## config.mk

```make
export PLATFORM = sky130hd
export DESIGN_NAME = acc_pipe
export DESIGN_NICKNAME = d
export VERILOG_FILES = /design/src/rtl/acc_pipe.sv
export SDC_FILE = /design/constraint.sdc
export NUM_CORES = 1
export LEC_CHECK = 0
export ABC_CLOCK_PERIOD_IN_PS = 2200
export CAP_MARGIN = 20
export CELL_PAD_IN_SITES_DETAIL_PLACEMENT = 1
export CELL_PAD_IN_SITES_GLOBAL_PLACEMENT = 1
export CORE_MARGIN = 2
export CORE_UTILIZATION = 39
export DETAILED_ROUTE_END_ITERATION = 6
export HOLD_SLACK_MARGIN = 0.1
export PLACE_DENSITY = 0.78
export SLEW_MARGIN = 0
export SYNTH_ARGS = -nofsm -noshare
export SYNTH_HDL_FRONTEND = slang
export SYNTH_SLANG_ARGS = --single-unit
```

## constraint.sdc

```tcl
create_clock -name clk -period 2.2 [get_ports clk]
set_input_delay 0.44 -clock clk [delete_from_list [all_inputs] [get_ports clk]]
set_output_delay 0.44 -clock clk [all_outputs]
set_load 0.005 [all_outputs]
```

## src/rtl/acc_pipe.sv

```systemverilog
// acc_pipe: 3-stage accumulator pipeline. Each valid transaction either accumulates
//   (acc += data, mod 2^DATA_W) or queries (out = acc ^ data, acc unchanged).
// Latency 3 cycles, throughput 1/cycle; no back-pressure (every in_vld cycle is accepted).
//
// Ports:
//   clk, rst        : rising-edge clock, synchronous active-high reset
//   data, action    : operand; 1 = accumulate, 0 = query
//   in_vld          : transaction valid
//   out, out_vld    : result (held when out_vld = 0), one-cycle valid pulse per transaction
//
// State layout (probed hierarchically, keep names/slices stable):
//   pipe[0] = {v0, action, data}   input latch
//   pipe[1] = {v1, wr1, res1}      stage-1 result
//   pipe[2][DATA_W-1:0] = acc      architectural accumulator
// BUG_MODE: 0 clean, 1 forwarding disabled, 2 accumulate of all-ones flips result LSB.
module acc_pipe #(
  parameter int DATA_W   = 2,
  parameter int BUG_MODE = 0
) (
  input  logic              clk,
  input  logic              rst,
  input  logic [DATA_W-1:0] data,
  input  logic              action,
  input  logic              in_vld,
  output logic [DATA_W-1:0] out,
  output logic              out_vld
);

  localparam logic [DATA_W-1:0] ALL_ONES = '1;

  logic [DATA_W+1:0] pipe [0:2];

  logic              v0;
  logic              act0;
  logic [DATA_W-1:0] d0;
  logic              v1;
  logic              wr1;
  logic [DATA_W-1:0] res1;
  logic [DATA_W-1:0] acc;

  logic [DATA_W-1:0] eff;
  logic [DATA_W-1:0] res_n;
  logic              wr_n;

  // Upper bits of the accumulator entry carry no state; they are tied to zero.
  logic              unused_pipe2_hi;

  assign v0   = pipe[0][DATA_W+1];
  assign act0 = pipe[0][DATA_W];
  assign d0   = pipe[0][DATA_W-1:0];
  assign v1   = pipe[1][DATA_W+1];
  assign wr1  = pipe[1][DATA_W];
  assign res1 = pipe[1][DATA_W-1:0];
  assign acc  = pipe[2][DATA_W-1:0];

  assign unused_pipe2_hi = ^pipe[2][DATA_W+1:DATA_W];

  always_comb begin
    eff   = acc;
    res_n = '0;
    wr_n  = 1'b0;
    // The write sitting in stage 1 commits to acc on the same edge that this
    // transaction computes, so it must be forwarded or it would be missed.
    if (BUG_MODE != 1 && v1 && wr1) begin
      eff = res1;
    end
    if (act0) begin
      res_n = eff + d0;
      wr_n  = 1'b1;
      if (BUG_MODE == 2 && d0 == ALL_ONES) begin
        res_n[0] = ~res_n[0];
      end
    end else begin
      res_n = eff ^ d0;
      wr_n  = 1'b0;
    end
  end

  always_ff @(posedge clk) begin
    if (rst) begin
      pipe[0] <= '0;
      pipe[1] <= '0;
      pipe[2] <= '0;
      out     <= '0;
      out_vld <= 1'b0;
    end else begin
      // Stage 0: input latch
      if (in_vld) begin
        pipe[0] <= {1'b1, action, data};
      end else begin
        pipe[0] <= {1'b0, pipe[0][DATA_W:0]};
      end

      // Stage 1: compute result against forwarded or committed accumulator
      if (v0) begin
        pipe[1] <= {1'b1, wr_n, res_n};
      end else begin
        pipe[1] <= {1'b0, pipe[1][DATA_W:0]};
      end

      // Stage 2: commit accumulates, present result
      if (v1 && wr1) begin
        pipe[2] <= {2'b00, res1};
      end
      if (v1) begin
        out <= res1;
      end
      out_vld <= v1;
    end
  end

endmodule

```

==> results.sh <==
export IMPL_hold_path_class="reg2reg"
export IMPL_cpLargestDelayFamily="compound AO/OA/AOI/OAI gates"
export IMPL_crit_path_cell_trace="nand2_1 > mux2_2 > ha_1 > a21boi_0 > a211o_1 > a21boi_1"
export IMPL_start_util=0.4250
export IMPL_first_pass_grt_wire_length_um=1580
export IMPL_share_comb_of_total_power=0.098
export IMPL_yosysUniqueCellTypes=20
export IMPL_postSynthRegisterBits=13
export IMPL_layout_min_cycle_time_ns=1.872
export IMPL_synth_seq_area_share=0.6358
export IMPL_power_sequential_fraction=0.601
export IMPL_number_of_max_cap_violations=0
export IMPL_number_of_antenna_violations_at_the_first_check_in_global_routing=0
export IMPL_vias=349
export IMPL_die_area_mm2=0.001774
export IMPL_place_gp_congestion=0.7104
export IMPL_worst_ep_arrival_time_ns=1.90
export IMPL_finalNetCount=62
export IMPL_finalSetupViolations=0
export IMPL_highest_attainable_clock_frequency_mhz=534.3
export IMPL_drtAntennaViolNets=0
export IMPL_dr_first_iter_drc_count=5
export IMPL_cts_resized_gates=0
export IMPL_cts_setup_buffers=0
export IMPL_timing_clock_skew_ns=0.004931
export IMPL_rows=13
export IMPL_cts_clk_slew_worst_paths_ns=0.08
export IMPL_syn_inst=42
export IMPL_ys_warn_count=0
export IMPL_async_flop_share=0
export IMPL_final_hold_worst_slack_ns=0.5327
export IMPL_synth_top_family_by_area="simple AND/OR/NAND/NOR gates"
export IMPL_worst_path_max_delay_cell="sky130_fd_sc_hd__edfxtp_1"
export IMPL_post_synth_fa_ha_maj_area_fraction=0.02208
export IMPL_nFillCells=147
export IMPL_hpwl_dp_um=714
export IMPL_finalHoldViolCount=0
export IMPL_via_count_of_the_first_global_routing_pass=399
export IMPL_clock_latency_at_the_later_pin_of_the_worst_skew_pair_ns=0.28
export IMPL_path_buf_inv=0
export IMPL_finalWorstSetupSlack_ns=0.3284
export IMPL_synth_compound_area_frac=0.07285
export IMPL_post_route_cells_drive_above_1_share=0.1111
export IMPL_clock_tree_from_tritoncts="done"
export IMPL_ctsRootBufferMaster="sky130_fd_sc_hd__clkbuf_4"
export IMPL_pre_cts_slack_ns=0.3004
export IMPL_timing_critical_path_slowest_cell_delay_ns=0.48
export IMPL_setup_worst_path_end_class="flop"
export IMPL_layout_cells_most_common_list="10 x sky130_fd_sc_hd__edfxtp_1, 8 x sky130_fd_sc_hd__clkdlybuf4s50_1, 5 x sky130_fd_sc_hd__nor2b_1, 5 x sky130_fd_sc_hd__and2_1"
export IMPL_post_drt_wl_per_cell_um=13.10
export IMPL_dr_pass1_iters=4
export IMPL_min_to="out[0]"
export IMPL_area_sequential_um2=360.3
export IMPL_xor_xnor_share_of_the_synthesized_area=0
export IMPL_p_clk_frac=0.301
export IMPL_dominantRegCellSynth="sky130_fd_sc_hd__edfxtp_1"
export IMPL_crit_reg2reg_launch="pipe[0][7]"
export IMPL_crit_type="reg2reg"
export IMPL_all_layer_global_routing_usage=0.1260
export IMPL_ios=9
export IMPL_synth_edff_count=10
export IMPL_mapped_avg_cell_area_um2=13.50
export IMPL_cp_required_ns=2.23
export IMPL_power_density_mw_per_mm2=715.6
export IMPL_multi_input_area_um2=198.9
export IMPL_final_max_slew_violation_count=0
export IMPL_layout_area_overhead_vs_synth_pct=20.75
export IMPL_grt_max_degree=11
export IMPL_outcome="complete, no violations"
export IMPL_critical_path_launch_point_type="flop"
export IMPL_cts_inserted_buffers=3
export IMPL_port_buffers=8
export IMPL_setup_repair_after_global_routing_missed_its_margin="no"
export IMPL_power_internal_uw=384.0
export IMPL_muxShareOfSynthArea=0.05519
export IMPL_detail_route_wirelength_um=904
export IMPL_reg2reg_depth=6
export IMPL_worst_r2r_setup_slack_ns=0.33
export IMPL_grt_overflow_total=0
export IMPL_p_sw_frac=0.2160
export IMPL_cts_htree_levels=1
export IMPL_coreArea_mm2=0.001334
export IMPL_path_max_fanout=6
export IMPL_syn_cell_area_um2=566.8
export IMPL_cts_hold_buffers_added=0
export IMPL_tns_ns=0
export IMPL_leading_cell_type_in_the_layout_fill_and_taps_excluded="sky130_fd_sc_hd__edfxtp_1"
export IMPL_routed_via_density=5.058
export IMPL_timing_rr_end="pipe[0][5]"
export IMPL_die_height_um=42.12
export IMPL_synth_simple_gate_area_share=0.1876
export IMPL_power_leakage_nw=0.2665
export IMPL_die_w_um=42.12
export IMPL_holdCritStartpoint="out[0]"
export IMPL_tritoncts_num_sinks=13
export IMPL_route_detailed_drc=0
export IMPL_power_switching_uw=105.8
export IMPL_antenna_cells=0
export IMPL_vdd_drop_max_mv=0.3997
export IMPL_min_delay_path_depth=2
export IMPL_final_min_period_over_clock_period=0.8507
export IMPL_cts_buffer_depth=2
cell families (layout without fill, tap and decap cells):
logic type,Yosys count,after routing
and+or+nand+nor,18,18
adders and majority gates,1,1
DFF,13,13
AOI/OAI and AO/OA,5,5
buffers and inverters,1,12
other,1,2
muxes,3,3
through the flow:
| stage | util | cell area, um2 | total power, mW | instances |
|---|---|---|---|---|
| after floorplan | - | 570.5 | 0.3254 | 43 |
| after global placement | 0.4934 | 658.1 | 0.3452 | 65 |
| after detailed placement | 0.4934 | 658.1 | 0.3498 | 65 |
| after CTS | 0.5131 | 684.4 | 0.4956 | 69 |
| after global routing | 0.5131 | 684.4 | 0.5095 | 69 |
| final | 0.5131 | 684.4 | 0.4898 | 69 |
routing by layer:
layer,wire (um),vias to the layer above,track usage
li1,-,171,-
met1,331,160,0.1084
met2,480,13,0.2375
met3,59,5,0.02586
met4,33,0,0.1125
met5,0,-,0
worst max path at each step:
stage,start,end,cells after the start
4_1_cts,pipe[0][7],pipe[0][5],6
5_1_grt,pipe[0][7],pipe[0][5],6
3_3_place_gp,pipe[0][7],pipe[0][5],6
3_5_place_dp,pipe[0][7],pipe[0][5],6
6_report,pipe[0][7],pipe[0][5],6
2_1_floorplan,pipe[0][7],pipe[0][5],7
power groups by stage:
stage | Combinational (mW) | Clock, mW | Sequential [mW]
5_1_grt | 0.0538 | 0.158 | 0.298
2_1_floorplan | 0.0296 | 0 | 0.296
3_3_place_gp | 0.0463 | 0 | 0.299
3_5_place_dp | 0.0491 | 0 | 0.301
6_report | 0.0478 | 0.148 | 0.294
4_1_cts | 0.0492 | 0.151 | 0.295
worst register-to-register path, stage by stage (launching register included):
cell and delay [ns]:
sky130_fd_sc_hd__edfxtp_1 0.48, sky130_fd_sc_hd__nand2_1 0.14, sky130_fd_sc_hd__mux2_2 0.34, sky130_fd_sc_hd__ha_1 0.19, sky130_fd_sc_hd__a21boi_0 0.28, sky130_fd_sc_hd__a211o_1 0.15, sky130_fd_sc_hd__a21boi_1 0.06
synth_stat cells (all sizes together) (2+ instances only):
cell type	count	share of area
nor2b	5	0.055
dfxtp	3	0.11
edfxtp	10	0.53
mux2i	2	0.035
a21boi	2	0.026
and2	5	0.055
or2	2	0.022
nor2	2	0.013
final cells by class:
class / count / share of cell area
multi-input combinational: 29 / 0.2907
sequential: 13 / 0.5265
timing repair buffer: 8 / 0.1170
clock buffer: 4 / 0.03839
tap: 15 / 0.02742
registers in the layout, indices dropped and copies added, names as in the netlist:
name / cells
out: 2
out_vld: 1
pipe: 10
No activity file was read; power rests on OpenSTA's default activity.
